File: src/rtl/norm_sched_if.sv
// Handshake and datapath bundle for norm_sched.
// The slave modport is the scheduler; the master modport is its environment,
// meaning the upstream producer, the downstream consumer and the normalize datapath.
interface norm_sched_if #(
  parameter int NUM_CLASSES    = 4,
  parameter int NN_WIDTH       = 16,
  parameter int NORM_OUT_WIDTH = 16
);
  logic                                  in_valid;
  logic                                  in_ready;
  logic [NN_WIDTH*NUM_CLASSES-1:0]       in_vector;
  logic [NN_WIDTH*NUM_CLASSES-1:0]       norm_in_vector;
  logic [NORM_OUT_WIDTH*NUM_CLASSES-1:0] norm_out_vector;
  logic                                  out_valid;
  logic                                  out_ready;
  logic [NORM_OUT_WIDTH*NUM_CLASSES-1:0] out_vector;
  logic                                  out_zero_sum;
  logic [15:0]                           done_count;

  modport master (
    output in_valid, in_vector, norm_out_vector, out_ready,
    input  in_ready, norm_in_vector, out_valid, out_vector, out_zero_sum, done_count
  );

  modport slave (
    input  in_valid, in_vector, norm_out_vector, out_ready,
    output in_ready, norm_in_vector, out_valid, out_vector, out_zero_sum, done_count
  );
endinterface

File: src/rtl/norm_sched.sv
// norm_sched: accepts one score vector and holds it stable on the normalize
// datapath for NORM_LAT cycles. It then captures the datapath result into a
// registered output with a valid/ready handshake.
//
//   state   | meaning
//   --------+---------------------------------------------------------------
//   IDLE    | in_ready=1; waiting for an input vector
//   HOLD    | operand held on norm_in_vector; wait counter running down
//   CAPTURE | datapath result valid; load out_vector once the output slot frees
module norm_sched #(
  parameter int NUM_CLASSES    = 4,
  parameter int NN_WIDTH       = 16,
  parameter int NORM_OUT_WIDTH = 16,
  parameter int NORM_LAT       = 3
) (
  input  logic        clock,
  input  logic        reset,
  norm_sched_if.slave bus
);

  localparam int IW = NN_WIDTH * NUM_CLASSES;
  localparam int OW = NORM_OUT_WIDTH * NUM_CLASSES;
  localparam int CW = (NORM_LAT > 1) ? $clog2(NORM_LAT) : 1;
  localparam logic [CW-1:0] CNT_LOAD = CW'(NORM_LAT - 1);

  typedef enum logic [1:0] {
    IDLE    = 2'd0,
    HOLD    = 2'd1,
    CAPTURE = 2'd2
  } state_t;

  state_t          state_q, state_d;
  logic [CW-1:0]   cnt_q, cnt_d;
  logic [IW-1:0]   norm_in_q, norm_in_d;
  logic            zero_q, zero_d;
  logic [OW-1:0]   out_vec_q, out_vec_d;
  logic            out_zero_q, out_zero_d;
  logic            out_valid_q, out_valid_d;
  logic [15:0]     done_q, done_d;
  logic            deliver;
  logic            capture;

  // State, operand and output registers; synchronous reset discards any in-flight vector.
  always_ff @(posedge clock) begin
    if (reset) begin
      state_q     <= IDLE;
      cnt_q       <= '0;
      norm_in_q   <= '0;
      zero_q      <= 1'b0;
      out_vec_q   <= '0;
      out_zero_q  <= 1'b0;
      out_valid_q <= 1'b0;
      done_q      <= 16'd0;
    end else begin
      state_q     <= state_d;
      cnt_q       <= cnt_d;
      norm_in_q   <= norm_in_d;
      zero_q      <= zero_d;
      out_vec_q   <= out_vec_d;
      out_zero_q  <= out_zero_d;
      out_valid_q <= out_valid_d;
      done_q      <= done_d;
    end
  end

  // Next-state logic. A delivery retires the output slot first; a capture in the
  // same cycle then refills it, so out_valid stays high across back-to-back results.
  always_comb begin
    state_d     = state_q;
    cnt_d       = cnt_q;
    norm_in_d   = norm_in_q;
    zero_d      = zero_q;
    out_vec_d   = out_vec_q;
    out_zero_d  = out_zero_q;
    out_valid_d = out_valid_q;
    done_d      = done_q;
    deliver     = out_valid_q & bus.out_ready;
    capture     = 1'b0;

    if (deliver) begin
      done_d      = done_q + 16'd1;
      out_valid_d = 1'b0;
    end

    case (state_q)
      IDLE: begin
        if (bus.in_valid) begin
          norm_in_d = bus.in_vector;
          zero_d    = (bus.in_vector == '0);
          cnt_d     = CNT_LOAD;
          state_d   = HOLD;
        end
      end
      HOLD: begin
        if (cnt_q == '0) begin
          state_d = CAPTURE;
        end else begin
          cnt_d = cnt_q - CW'(1);
        end
      end
      CAPTURE: begin
        capture = ~out_valid_q | bus.out_ready;
        if (capture) begin
          // A zero-sum vector never trusts the datapath, which may divide by zero.
          out_vec_d   = zero_q ? '0 : bus.norm_out_vector;
          out_zero_d  = zero_q;
          out_valid_d = 1'b1;
          state_d     = IDLE;
        end
      end
      default: begin
        state_d = IDLE;
      end
    endcase
  end

  assign bus.in_ready       = (state_q == IDLE) & ~reset;
  assign bus.norm_in_vector = norm_in_q;
  assign bus.out_valid      = out_valid_q;
  assign bus.out_vector     = out_vec_q;
  assign bus.out_zero_sum   = out_zero_q;
  assign bus.done_count     = done_q;

endmodule

File: src/flat_wrapper.sv
// flat-port wrapper written by rule: the top's interface ports become plain ports
module norm_sched_flat 
#(
  parameter int NUM_CLASSES    = 4,
  parameter int NN_WIDTH       = 16,
  parameter int NORM_OUT_WIDTH = 16,
  parameter int NORM_LAT       = 3
)
  (clock, reset, bus_in_valid, bus_in_vector, bus_norm_out_vector, bus_out_ready, bus_in_ready, bus_norm_in_vector, bus_out_valid, bus_out_vector, bus_out_zero_sum, bus_done_count);
  norm_sched_if #(.NUM_CLASSES(NUM_CLASSES), .NN_WIDTH(NN_WIDTH), .NORM_OUT_WIDTH(NORM_OUT_WIDTH)) bus_i ();
  input  logic clock;
  input  logic reset;
  input wire logic [$bits(bus_i.in_valid)-1:0] bus_in_valid;
  input wire logic [$bits(bus_i.in_vector)-1:0] bus_in_vector;
  input wire logic [$bits(bus_i.norm_out_vector)-1:0] bus_norm_out_vector;
  input wire logic [$bits(bus_i.out_ready)-1:0] bus_out_ready;
  output wire logic [$bits(bus_i.in_ready)-1:0] bus_in_ready;
  output wire logic [$bits(bus_i.norm_in_vector)-1:0] bus_norm_in_vector;
  output wire logic [$bits(bus_i.out_valid)-1:0] bus_out_valid;
  output wire logic [$bits(bus_i.out_vector)-1:0] bus_out_vector;
  output wire logic [$bits(bus_i.out_zero_sum)-1:0] bus_out_zero_sum;
  output wire logic [$bits(bus_i.done_count)-1:0] bus_done_count;
  assign bus_i.in_valid = bus_in_valid;
  assign bus_i.in_vector = bus_in_vector;
  assign bus_i.norm_out_vector = bus_norm_out_vector;
  assign bus_i.out_ready = bus_out_ready;
  assign bus_in_ready = bus_i.in_ready;
  assign bus_norm_in_vector = bus_i.norm_in_vector;
  assign bus_out_valid = bus_i.out_valid;
  assign bus_out_vector = bus_i.out_vector;
  assign bus_out_zero_sum = bus_i.out_zero_sum;
  assign bus_done_count = bus_i.done_count;
  norm_sched #(.NUM_CLASSES(NUM_CLASSES), .NN_WIDTH(NN_WIDTH), .NORM_OUT_WIDTH(NORM_OUT_WIDTH), .NORM_LAT(NORM_LAT)) u_core (.clock(clock), .reset(reset), .bus(bus_i));
endmodule
File: config.mk
export PLATFORM = sky130hd
export DESIGN_NAME = norm_sched_flat
export DESIGN_NICKNAME = d
export VERILOG_FILES = /design/src/rtl/norm_sched_if.sv /design/src/rtl/norm_sched.sv /design/src/flat_wrapper.sv
export SDC_FILE = /design/constraint.sdc
export NUM_CORES = 1
export LEC_CHECK = 0
export CORE_UTILIZATION = 38
export CTS_BUF_LIST = sky130_fd_sc_hd__clkbuf_4 sky130_fd_sc_hd__clkbuf_8
export CTS_CLUSTER_SIZE = 8
export DETAILED_ROUTE_END_ITERATION = 8
export GPL_ROUTABILITY_DRIVEN = 1
export HOLD_SLACK_MARGIN = 0.1
export PLACE_DENSITY = 0.8
export SYNTH_ARGS = -nofsm -noshare
export SYNTH_HDL_FRONTEND = slang
export SYNTH_SLANG_ARGS = --single-unit
File: constraint.sdc
create_clock -name clock -period 1.7 [get_ports clock]
set_clock_uncertainty 0.15 [all_clocks]
set_input_delay 0.34 -clock clock [delete_from_list [all_inputs] [get_ports clock]]
set_output_delay 0.34 -clock clock [all_outputs]
set_load 0.01 [all_outputs]
==> impl_metrics.tcl, run 1 <==
set metrics [dict create \
    yosysWarnings 0 \
    hold_violations 0 \
    synth_ff_type "dfxtp_1" \
    worstPathArrival_ps 1930 \
    syn_nets 846 \
    detail_route.wl_per_cell_um 15.0 \
    ir_worst_vdd_v 0.000505 \
    synth-async-reset-ratio_pct 0 \
    cts_tree "done" \
    placed_cell_area_um2 9120 \
    stdcell_count 1207 \
    clock_sinks 151 \
    synth_common_cells "nand2_1, dfxtp_1, a21oi_1, nand3b_1" \
    cts_made_buffers 17 \
    r2r_cells 5 \
    grt_max_degree 87 \
    drive_above_1_share_pct 11.6 \
    switching_power_mw 1.97 \
    p_int_mw 5.74 \
    synth_cell_types 33 \
    end_kind "flop" \
    cp_slowest_cell "or4_4" \
    finalSetupTns_ps -11.4 \
    grt_first_pass_wirelength_um 29200 \
    fin_area_um2 9450 \
    critPathKind "in -> reg" \
    worstPathMaxFanout 2 \
    root_buffer "clkbuf_8" \
    synth.yosys.seq_area_share_pct 51.7 \
    switching_share_pct 25.6 \
    crit_buf_inv 1 \
    worst_skew_pair.late_latency_ps 440 \
    gp_congestion 0.835 \
    post-route-period-util_pct 101 \
    holdPathStages 3 \
    post-route-util_pct 64.0 \
    avgViaCountPerCell 5.04 \
    worst-path-stages 5 \
    fmax_mhz 584 \
    drv_cap 0 \
    start_util_pct 39.6 \
    antenna_found_initial 0 \
    vias 6084 \
    path_cells "clkdlybuf4s50_1 -> nor4_2 -> nand4_1 -> or4_4 -> o21ai_2" \
    htreeDepth 4 \
    fin_ws_ps -11.4 \
    drtIter0Drc 300 \
    hp-class "in -> reg" \
    synth_most_common_cell "nand2_1" \
    final_net_count 1146 \
    setup_viol 1 \
    drt_pass1_iterations 5 \
    synth_cells 712 \
    startpoint_type "input pin" \
    power.density_nw_per_um2 817 \
    synth_edf_count 0 \
    place_ws_ps -597 \
    area_growth_syn_to_layout_pct 61.7 \
    tightest_slew_ps 408 \
    drt-total-wl_um 18100 \
    grt_pass1_vias 5960 \
    finalMaxSlewViolations 0 \
    pwr-share-seq_pct 48.8 \
    diodes 0 \
    synth_area_um2 5840 \
    grt_overflow 0 \
    synth.area.top_cells "dfxtp_1, nand2_1, a21oi_1" \
    path_clk_slew_ps 80 \
    slew_headroom_pct 72.8 \
    worst_ep_required_time_ps 1920 \
    place_inst 1174 \
    die-area_um2 15900 \
    die_w_um 126 \
    p_clk_share_pct 35.2 \
    io_buffers 278 \
    io_pins 279 \
    finalCriticalPeriod_ps 1710 \
    num_rows 44 \
    grt_usage_pct 23.0 \
    syn_area_per_cell_um2 8.21 \
    drc 0 \
    cts_buffer_depth 2 \
    pwr-share-comb_pct 15.9 \
    fp.dieH_um 126 \
    synthDominantCellAreaShare_pct 51.7 \
    slowest_delay_ps 530 \
    cp_top_family "simple AND/OR/NAND/NOR gates" \
    yosys.area.top_type "dfxtp_1" \
    coreArea_um2 14800 \
    violations "setup timing" \
    place_hpwl_um 12600 \
    antenna_left 0 \
    outcome "finished, violations left" \
    p_leak_nw 4.10 \
    yosys_register_bits 151 \
]
worst register-to-register path: stages, from the launching register on:
cell and delay, ps:
dfxtp_1 330, buf_4 170, or3b_2 520, buf_12 200, nand2_1 110, a21oi_1 70
routing by layer:
layer | up-vias | wire [µm] | part of all wire (%) | GRT usage, %
li1 | 3000 | - | - | -
met1 | 2784 | 7490 | 41 | 27.2
met2 | 265 | 8560 | 47 | 37.5
met3 | 35 | 1540 | 8.5 | 7.39
met4 | 0 | 550 | 3.0 | 11.3
met5 | - | 0 | 0 | 0
cells in the final DEF, fill, tap and decap left out, types with 7 or more instances in the layout:
| cell | count |
|---|---|
| clkdlybuf4s50_1 | 121 |
| a21oi_1 | 135 |
| nor4_2 | 10 |
| nand4_1 | 8 |
| dlygate4sd2_1 | 144 |
| nand3b_1 | 66 |
| dfxtp_1 | 142 |
| nand3_1 | 8 |
| buf_12 | 8 |
| nand2_1 | 200 |
| dlymetal6s2s_1 | 7 |
| clkbuf_8 | 20 |
| buf_4 | 47 |
| nor2_1 | 21 |
| nor4_1 | 8 |
| dfxtp_2 | 9 |
logic make-up (layout without fill, tap and decap cells):
family	count (synthesis)	count (layout)	synth area share [%]
fa+ha+maj	2	2	0.428
buf+inv	57	368	4.52
xor+xnor	12	12	1.80
flops	151	151	51.7
simple gates	346	346	29.0
mux	2	2	0.364
compound gates	142	142	12.2
power by group through the flow:
stage	logic, mW	registers (mW)	clock network [mW]
after floorplan	0.408	3.93	0
after global placement	1.31	3.85	0
after detailed placement	1.32	3.86	0
after CTS	1.22	3.77	2.81
after global routing	1.34	3.79	2.96
final	1.23	3.77	2.72
flip-flops by register name, summed over array words and instances, names as in the netlist:
register                   count
u_core.state_q                 2
u_core.bus.norm_in_vector     64
u_core.cnt_q                   2
u_core.bus.out_vector         64
u_core.bus.done_count         16
u_core.bus.out_zero_sum        1
u_core.zero_q                  1
u_core.bus.out_valid           1
what timing repair did:
action | in CTS | in global routing
endpoints found under the setup margin | 148 | 8
endpoints found under the hold margin | 0 | 3
setup buffers | 0 | 0
pin swaps | 6 | 10
hold buffers | 0 | 3
gates resized for setup | 166 | 25
path summary, 6_finish.rpt:
| kind | slack [ps] | start | endpoint |
|---|---|---|---|
| worst max register to register | 50 | u_core.state_q[0]$_SDFFE_PP0P_ | u_core.bus.norm_in_vector[51]$_SDFFE_PP0P_ |
| worst max-delay path | -10 | bus_in_vector[13] | u_core.zero_q$_SDFFE_PP0P_ |
| worst min-delay path | 130 | bus_out_ready | u_core.bus.done_count[1]$_SDFFE_PP0P_ |
| worst min register to register | 300 | u_core.bus.out_vector[2]$_SDFFE_PP0P_ | u_core.bus.out_vector[2]$_SDFFE_PP0P_ |
area by class of cell:
cell class | instances | area (µm²)
fillers | 1289 | 5310
repair buffers | 335 | 3130
flip-flops and latches | 151 | 3030
multi-input cells | 504 | 2660
clock buffers | 21 | 283
well taps | 184 | 230
clock inverters | 9 | 101
inverters | 3 | 11.3
through the flow:
stage / total power [mW] / hold WS (ps)
2_1_floorplan: 4.33 / 314
3_3_place_gp: 5.16 / 287
3_5_place_dp: 5.18 / 292
4_1_cts: 7.80 / 122
5_1_grt: 8.09 / 121
6_report: 7.72 / 128
(Power assumes the default switching activity.)
==> run 2, diff against run 1 <==
--- a/config.mk
+++ b/config.mk
@@ -17 +17,2 @@
 export SYNTH_SLANG_ARGS = --single-unit
+export TNS_END_PERCENT = 20
--- a/constraint.sdc
+++ b/constraint.sdc
@@ -4,2 +4,2 @@
 set_output_delay 0.34 -clock clock [all_outputs]
-set_load 0.01 [all_outputs]
+set_load 0.05 [all_outputs]
==> impl_metrics.tcl, run 2 (synthesis results as in run 1) <==
set metrics [dict create \
    outcome "finished, violations left" \
    violations "setup timing" \
    grt_first_pass_wirelength_um 31600 \
    worstPathMaxFanout 2 \
    finalSetupTns_ps -62.7 \
    critPathKind "in -> reg" \
    detail_route.wl_per_cell_um 16.5 \
    io_pins 279 \
    fmax_mhz 572 \
    drc 0 \
    drtIter0Drc 300 \
    switching_power_mw 2.60 \
    stdcell_count 1206 \
    whs_ps 179 \
    end_kind "flop" \
    avgViaCountPerCell 5.19 \
    crit_buf_inv 1 \
    regArea_um2 3050 \
    place_inst 1166 \
    vias 6263 \
    root_buffer "clkbuf_8" \
    p_leak_nw 4.17 \
    switching_share_pct 28.7 \
    clock_sinks 151 \
    p_int_mw 6.47 \
    layout_commonest_cell "nand2_1" \
    gp_congestion 0.823 \
    cts_tree "done" \
    diodes 0 \
    start_util_pct 39.6 \
    slew_headroom_pct 71.1 \
    fin_ws_ps -47.5 \
    antenna_found_initial 0 \
    tightest_slew_ps 433 \
    worstPathArrival_ps 1970 \
    cts_buffer_depth 2 \
    cts_made_buffers 17 \
    htreeDepth 4 \
    slowest_delay_ps 540 \
    grt_overflow 0 \
    area_growth_syn_to_layout_pct 91.5 \
    cp_top_family "simple AND/OR/NAND/NOR gates" \
    io_buffers 278 \
    post-route-period-util_pct 103 \
    fp.dieH_um 126 \
    most-common-layout-cells "nand2_1, buf_12, dfxtp_1, a21oi_1, clkdlybuf4s50_1" \
    worst_ep_required_time_ps 1920 \
    hp-class "in -> reg" \
    post-route-util_pct 75.9 \
    path_clk_slew_ps 90 \
    place_hpwl_um 14600 \
    pwr-share-seq_pct 42.5 \
    setup_viol 2 \
    drv_cap 0 \
    pwr-share-comb_pct 23.6 \
    total_power_mw 9.07 \
    num_rows 44 \
    path_cells "clkdlybuf4s50_1 -> nor4_2 -> nand4_1 -> or4_1 -> o21ai_1" \
    grt_pass1_vias 6277 \
    drt_pass1_iterations 6 \
    startpoint_type "input pin" \
    finalMaxSlewViolations 0 \
    die_w_um 126 \
    rsz0062_at_grt "true" \
    power.density_nw_per_um2 811 \
    finalCriticalPeriod_ps 1750 \
    final_net_count 1143 \
    cp_slowest_cell "or4_1" \
    grt_max_degree 67 \
    worst_skew_pair.late_latency_ps 430 \
    fillers 942 \
    drt-total-wl_um 19900 \
    antenna_left 0 \
    multi_input_area_um2 2670 \
    hold_violations 0 \
    grt_usage_pct 25.3 \
    p_clk_share_pct 33.9 \
    ir_worst_vdd_v 0.000630 \
    die-area_um2 15900 \
    drive_above_1_share_pct 25.9 \
    coreArea_um2 14800 \
]
run 2: final timing paths:
kind                                          start                                   endpoint  slack, ps  cells after the start
min                                bus_in_vector[7]  u_core.bus.norm_in_vector[7]$_SDFFE_PP0P_        180                      3
min reg2reg  u_core.bus.out_vector[17]$_SDFFE_PP0P_     u_core.bus.out_vector[17]$_SDFFE_PP0P_        340                      2
max reg2reg          u_core.state_q[0]$_SDFFE_PP0P_  u_core.bus.norm_in_vector[8]$_SDFFE_PP0P_         60                      5
max                               bus_in_vector[29]                 u_core.zero_q$_SDFFE_PP0P_        -50                      5
run 2: timing repair:
item,CTS,global route
gates cloned,0,0
endpoints found under the hold margin,5,0
hold buffers,2,0
resized for setup,21,10
setup endpoints to repair,2,18
setup buffers,6,0
pin swaps,8,5
run 2: metal layers:
metal | vias to the layer above | GRT usage (%) | wire, µm
met5 | - | 0 | 0
met3 | 47 | 7.39 | 1560
met2 | 271 | 44.5 | 10100
li1 | 2999 | - | -
met4 | 0 | 12.3 | 655
met1 | 2946 | 27.8 | 7610
run 2: worst min-delay path, stage by stage:
cell           delay (ps)
dlygate4sd2_1         270
nand2_1                70
a21oi_1                50
run 2: power groups by stage:
stage          Sequential [mW]  Clock (mW)  Combinational [mW]
2_1_floorplan             4.38           0               0.420
3_3_place_gp              3.93           0                2.08
3_5_place_dp              3.94           0                2.11
4_1_cts                   3.86        3.16                2.14
5_1_grt                   3.88        3.30                2.25
6_report                  3.86        3.07                2.14
run 2: cell type report:
class                      instances  area share (%)
timing repair buffer             332            42.7
sequential                       151            27.2
multi-input combinational        504            23.9
clock buffer                      21            2.47
tap                              184            2.06
clock inverter                    11            1.53
inverter                           3           0.101
run 2: metrics by stage:
step,setup WS (ps),area [µm²]
after floorplan,2.20,5880
after global placement,-725,10600
after detailed placement,-685,10600
after CTS,-56.1,11100
after global routing,-94.1,11200
final,-47.5,11200
==> run 3, diff against run 2 <==
CTS_CLUSTER_SIZE = 16   (was 8)
TNS_END_PERCENT = not set   (was 20)
==> results of run 3 <==
Same layout as run 2: the final DEF is identical, and so are final timing and power.
==> RTL edit 1: new RTL, flow settings as in run 2 <==
Make the reset (`reset`) asynchronous in one clocked block. Comments in the files are not updated.
--- a/src/rtl/norm_sched.sv
+++ b/src/rtl/norm_sched.sv
@@ -41,7 +41,7 @@
   logic            capture;
 
   // State, operand and output registers; synchronous reset discards any in-flight vector.
-  always_ff @(posedge clock) begin
+  always_ff @(posedge clock or posedge reset) begin
     if (reset) begin
       state_q     <= IDLE;
       cnt_q       <= '0;
Formal check against the unedited RTL: differs if reset is asserted again (counterexample within 4 cycles, from zero or initial values and one cycle with reset high); with reset held inactive, the same outputs for 4 cycles.
==> RTL edit 1 against run 2 <==
- the flow still finishes with violations (setup timing)
- critical endpoint is now bus_in_ready
- synthesized cell count decreased by 26%
- area after synthesis grew 3.2%
- sequential cell count unchanged
- worst hold slack worse by 0.054 ns
- routed wire length rose by 11%
- core utilization rose by 2.2 points
- design area rose by 7.2%
- count of clock-buffer cells in the layout unchanged
- worst setup slack got worse by 0.17 ns
Power is not compared: it rests on default switching activity, and its combinational part moved more than twofold at a synthesized area within 25%.
==> RTL edit 1: results (changes against run 2) <==
[run_status]
outcome=complete, but fails checks  ; unchanged
violations=setup timing  ; unchanged

[logic_synthesis]
syn_inst=528  ; was 712
synthAdderAreaFrac_pct=0.415  ; was 0.428%
synth_fp_nets=662  ; was 846
synth.top_cells.by_count=dfrtp_1 (151), nand2_1 (143), o21ai_0 (68), mux2_2 (66), nor4_1 (16)  ; was nand2_1 (201), dfxtp_1 (151), a21oi_1 (135), nand3b_1 (66)
async_flop_share_pct=100  ; was 0%
ys_types=25  ; was 33
ys_seq_area_share_pct=62.7  ; was 51.7%
synth_top_cells_by_area=dfrtp_1 (63%), mux2_2 (12%), nand2_1 (8.9%)  ; was dfxtp_1 (52%), nand2_1 (13%), a21oi_1 (12%)
synth-xor-area-share_pct=2.18  ; was 1.80%
ys.flop_type=dfrtp_1  ; was dfxtp_1
synth_compound_area_share_pct=6.02  ; was 12.2%

[timing]
setup_viol=66  ; was 2
worst_slack_ns=-0.213  ; was -0.0475 ns
finalSetupTns_ns=-5.97  ; was -0.0627 ns
max_slew_margin_pct=68.7  ; was 71.1%

[drt]
viasPerCell=4.90  ; was 5.19
wl_per_cell_microns=20.1  ; was 16.5 microns
drt_iter0_markers=178  ; was 300

[critical_path]
critPathTopFamily=buffers and inverters  ; was simple AND/OR/NAND/NOR gates
slowest_delay_ns=0.41  ; was 0.54 ns
worstPathMaxFanout=4  ; was 2
worstPathArrival_ns=1.42  ; was 1.97 ns

[place]
dp_worst_setup_slack_ns=-0.716  ; was -0.685 ns
placement.io_buffers=278  ; unchanged
place_congestion=0.802  ; was 0.823
place_hpwl_microns=14300  ; was 14600 microns
place_area_sq_um=11000  ; was 10600 sq um

[grt]
grt_max_degree=58  ; was 67
grt.total_usage_pct=24.0  ; was 25.3%
grt_pass1_wl_microns=29600  ; was 31600 microns
antenna_found_initial=0  ; unchanged
grt_pass1_vias=5465  ; was 6277

[cells_and_area]
fin_cells=1095  ; was 1206
nFillCells=874  ; was 942
drive_above_1_share_pct=36.7  ; was 25.9%
layout.nets=1005  ; was 1143
final-seq-area_sq_um=3780  ; was 3050 sq um

[clock_network]
cts_setup_buffers=2  ; was 6
clkTransAtPathRegs_ns=0.08
ctsResizeCount=7  ; was 21

==> RTL edit 1: cell types whose count changed after synthesis, sizes merged, moves of 4 or more <==
cell           run 2  this run
o21ai              6        68
xnor2              6        10
a21oi            135         2
mux2               1        66
nand2            202       143
buf               27        17
clkbuf            27        12
nand4              9         5
nor2              22         5
nand3b            66         0
dfrtp              0       151
dfxtp            151         0
==> RTL edit 1: worst paths after layout <==
check / endpoint / start / depth (start not counted) / slack [ns]
max in group asynchronous: u_core.bus.out_vector[8]$_DFFE_PP0P_ / reset / 4 / 0.77
min in group asynchronous: u_core.state_q[0]$_DFFE_PP0P_ / reset / 4 / 0.35
hold / removal: u_core.bus.norm_in_vector[49]$_DFFE_PP0P_ / bus_in_vector[49] / 2 / 0.12
setup reg to reg: u_core.bus.norm_in_vector[42]$_DFFE_PP0P_ / u_core.state_q[0]$_DFFE_PP0P_ / 5 / -0.13
setup / recovery: bus_in_ready / u_core.state_q[0]$_DFFE_PP0P_ / 4 / -0.21
hold reg to reg: u_core.bus.done_count[15]$_DFFE_PP0P_ / u_core.bus.done_count[15]$_DFFE_PP0P_ / 1 / 0.39
==> RTL edit 1: per-layer routing <==
| layer | track usage [%] | vias up | wire (microns) |
|---|---|---|---|
| li1 | - | 2472 | - |
| met1 | 26.0 | 2585 | 7720 |
| met2 | 42.7 | 255 | 11800 |
| met3 | 8.35 | 58 | 1650 |
| met4 | 9.83 | 0 | 845 |
| met5 | 0 | - | 0 |
==> RTL edit 1: area by class of cell <==
class                      count  area share (%)
clock buffer                  21            2.36
sequential                   151            31.5
timing repair buffer         353            42.9
clock inverter                11            1.23
tap                          211            2.20
inverter                       5           0.188
multi-input combinational    343            19.7
==> RTL edit 1: where the power goes <==
group,switching [W],internal (W)
clock network,0.00139,0.00159
logic,0.00797,0.00800
registers,0.00181,0.00514
==> RTL edit 2: new RTL, config.mk and constraints of run 2 <==
Without the edit above. `NN_WIDTH` is set to 16 in 3 places; all go to 12.
--- a/src/rtl/norm_sched_if.sv
+++ b/src/rtl/norm_sched_if.sv
@@ -3,7 +3,7 @@
 // meaning the upstream producer, the downstream consumer and the normalize datapath.
 interface norm_sched_if #(
   parameter int NUM_CLASSES    = 4,
-  parameter int NN_WIDTH       = 16,
+  parameter int NN_WIDTH       = 12,
   parameter int NORM_OUT_WIDTH = 16
 );
   logic                                  in_valid;
--- a/src/rtl/norm_sched.sv
+++ b/src/rtl/norm_sched.sv
@@ -9,7 +9,7 @@
 //   CAPTURE | datapath result valid; load out_vector once the output slot frees
 module norm_sched #(
   parameter int NUM_CLASSES    = 4,
-  parameter int NN_WIDTH       = 16,
+  parameter int NN_WIDTH       = 12,
   parameter int NORM_OUT_WIDTH = 16,
   parameter int NORM_LAT       = 3
 ) (
--- a/src/flat_wrapper.sv
+++ b/src/flat_wrapper.sv
@@ -2,7 +2,7 @@
 module norm_sched_flat 
 #(
   parameter int NUM_CLASSES    = 4,
-  parameter int NN_WIDTH       = 16,
+  parameter int NN_WIDTH       = 12,
   parameter int NORM_OUT_WIDTH = 16,
   parameter int NORM_LAT       = 3
 )
Interface: changed (resized bus_in_vector and bus_norm_in_vector); port bits go from 279 to 247. The function was not compared with the original's and may differ.
==> RTL edit 2 against run 2 <==
- routed wire length fell by 11%
- sequential cell count fell by 16
- area after synthesis fell by 11%
- sequential power fell by 11%
- design area fell by 11%
- power fell by 15%
- worst setup slack improved by 0.052 ns
- first-iteration DRC count fell by 20%
==> RTL edit 2: results (changes against run 2) <==
[drt]
viasPerCell=5.10  ; was 5.19
met3_length_microns=1560  ; about the same
first_pass_iters=4  ; was 6
vias=5507  ; was 6263
wl_met1_microns=6700  ; was 7610 microns
wl_per_cell_microns=16.4  ; was 16.5 microns
met2WireLength_microns=8720  ; was 10100 microns
drt_iter0_markers=241  ; was 300

[logic_synthesis]
yosys-mux-area-fraction_pct=0.192  ; was 0.364%
ys_seq_area_share_pct=51.8  ; was 51.7%
synth_seq_cells=135  ; was 151
synth_top_cells_by_area=dfxtp_1 (52%), nand2_1 (12%), a21oi_1 (12%)  ; was dfxtp_1 (52%), nand2_1 (13%), a21oi_1 (12%)
synth.avg_cell_area_sq_um=8.23  ; was 8.21 sq um
ys_warn_count=0  ; unchanged
synth-xor-area-share_pct=1.68  ; was 1.80%
ys_types=29  ; was 33
synth.top_cells.by_count=nand2_1 (169), dfxtp_1 (135), a21oi_1 (122), nand3b_1 (66), clkbuf_1 (31)  ; was nand2_1 (201), dfxtp_1 (151), a21oi_1 (135), nand3b_1 (66)
synth_compound_area_share_pct=12.9  ; was 12.2%
synth_fp_nets=751  ; was 846
synthAdderAreaFrac_pct=0.480  ; was 0.428%

[place]
placement.io_buffers=246  ; was 278
dp_worst_setup_slack_ns=-0.488  ; was -0.685 ns
place_congestion=0.800  ; was 0.823
placedCellCount=1040  ; was 1166
place_hpwl_microns=12200  ; was 14600 microns
place_area_sq_um=9380  ; was 10600 sq um

[pwr]
powerClk_w=0.00243  ; was 0.00307 W
pwr_density_cell_nw_per_um2=770  ; was 811 nW/um^2
switchingPower_w=0.00217  ; was 0.00260 W
ir_drop_uv=656  ; was 630 uV
p_comb_w=0.00181  ; was 0.00214 W
cellLeakagePower_nw=3.68  ; was 4.17 nW

[grt]
grt_max_degree=69  ; was 67
met1_usage_pct=26.2  ; was 27.8%
grt.total_usage_pct=24.4  ; was 25.3%
globalRouteMet3Util_pct=9.05  ; was 7.39%
grt_pass1_wl_microns=27300  ; was 31600 microns
grt_util_met2_pct=41.5  ; was 44.5%

[cells_and_area]
diodes=0  ; unchanged
synthToLayoutAreaGrowth_pct=91.0  ; was 91.5%
nNonClkInverters=4  ; was 3
final-seq-area_sq_um=2740  ; was 3050 sq um
num-nonclk-buffers=290  ; was 332
bufAreaShareNonClock_pct=42.8  ; was 42.7%
clock_area_share_pct=3.56  ; was 4.00%
nFillCells=900  ; was 942
multi_input_area_share_pct=23.8  ; was 23.9%
drive_above_1_share_pct=25.7  ; was 25.9%
final.clkbuf_count=25  ; was 21
multi_input_cells=445  ; was 504

[clock_network]
ctsResizeCount=16  ; was 21
cts_setup_buffers=3  ; was 6
ctsRootBufferMaster=clkbuf_8  ; unchanged

[run_status]
outcome=complete, no violations  ; was complete, but fails checks

[critical_path]
crit_slowest_cell=or4_4  ; was or4_1
worstPathArrival_ns=1.89  ; was 1.97 ns
slowest_delay_ns=0.51  ; was 0.54 ns

[timing]
max_slew_margin_pct=77.2  ; was 71.1%

[min_path]
hold_path_class=in -> reg  ; unchanged

-- RTL edit 2: cell count changes in the layout (fill, tap and decap cells not counted), sizes merged, moves of 8 or more --
cell	change
a21oi	-13
clkdlybuf4s50	-12
dfxtp	-16
nand2	-33
buf	-29
nor4	-8
-- RTL edit 2: path summary, 6_finish.rpt --
kind | start | to | slack (ns) | cells after the start
min reg2reg | u_core.bus.out_vector[1]$_SDFFE_PP0P_ | u_core.bus.out_vector[1]$_SDFFE_PP0P_ | 0.34 | 2
max | bus_in_vector[15] | u_core.zero_q$_SDFFE_PP0P_ | 0.005 | 4
max reg2reg | u_core.state_q[0]$_SDFFE_PP0P_ | u_core.zero_q$_SDFFE_PP0P_ | 0.01 | 5
min | bus_in_vector[21] | u_core.bus.norm_in_vector[21]$_SDFFE_PP0P_ | 0.16 | 3
-- RTL edit 2: kinds of logic after synthesis --
family / after synthesis
mux: 1
simple gates: 300
flops: 135
compound gates: 132
fa+ha+maj: 2
xor+xnor: 10
buf+inv: 53
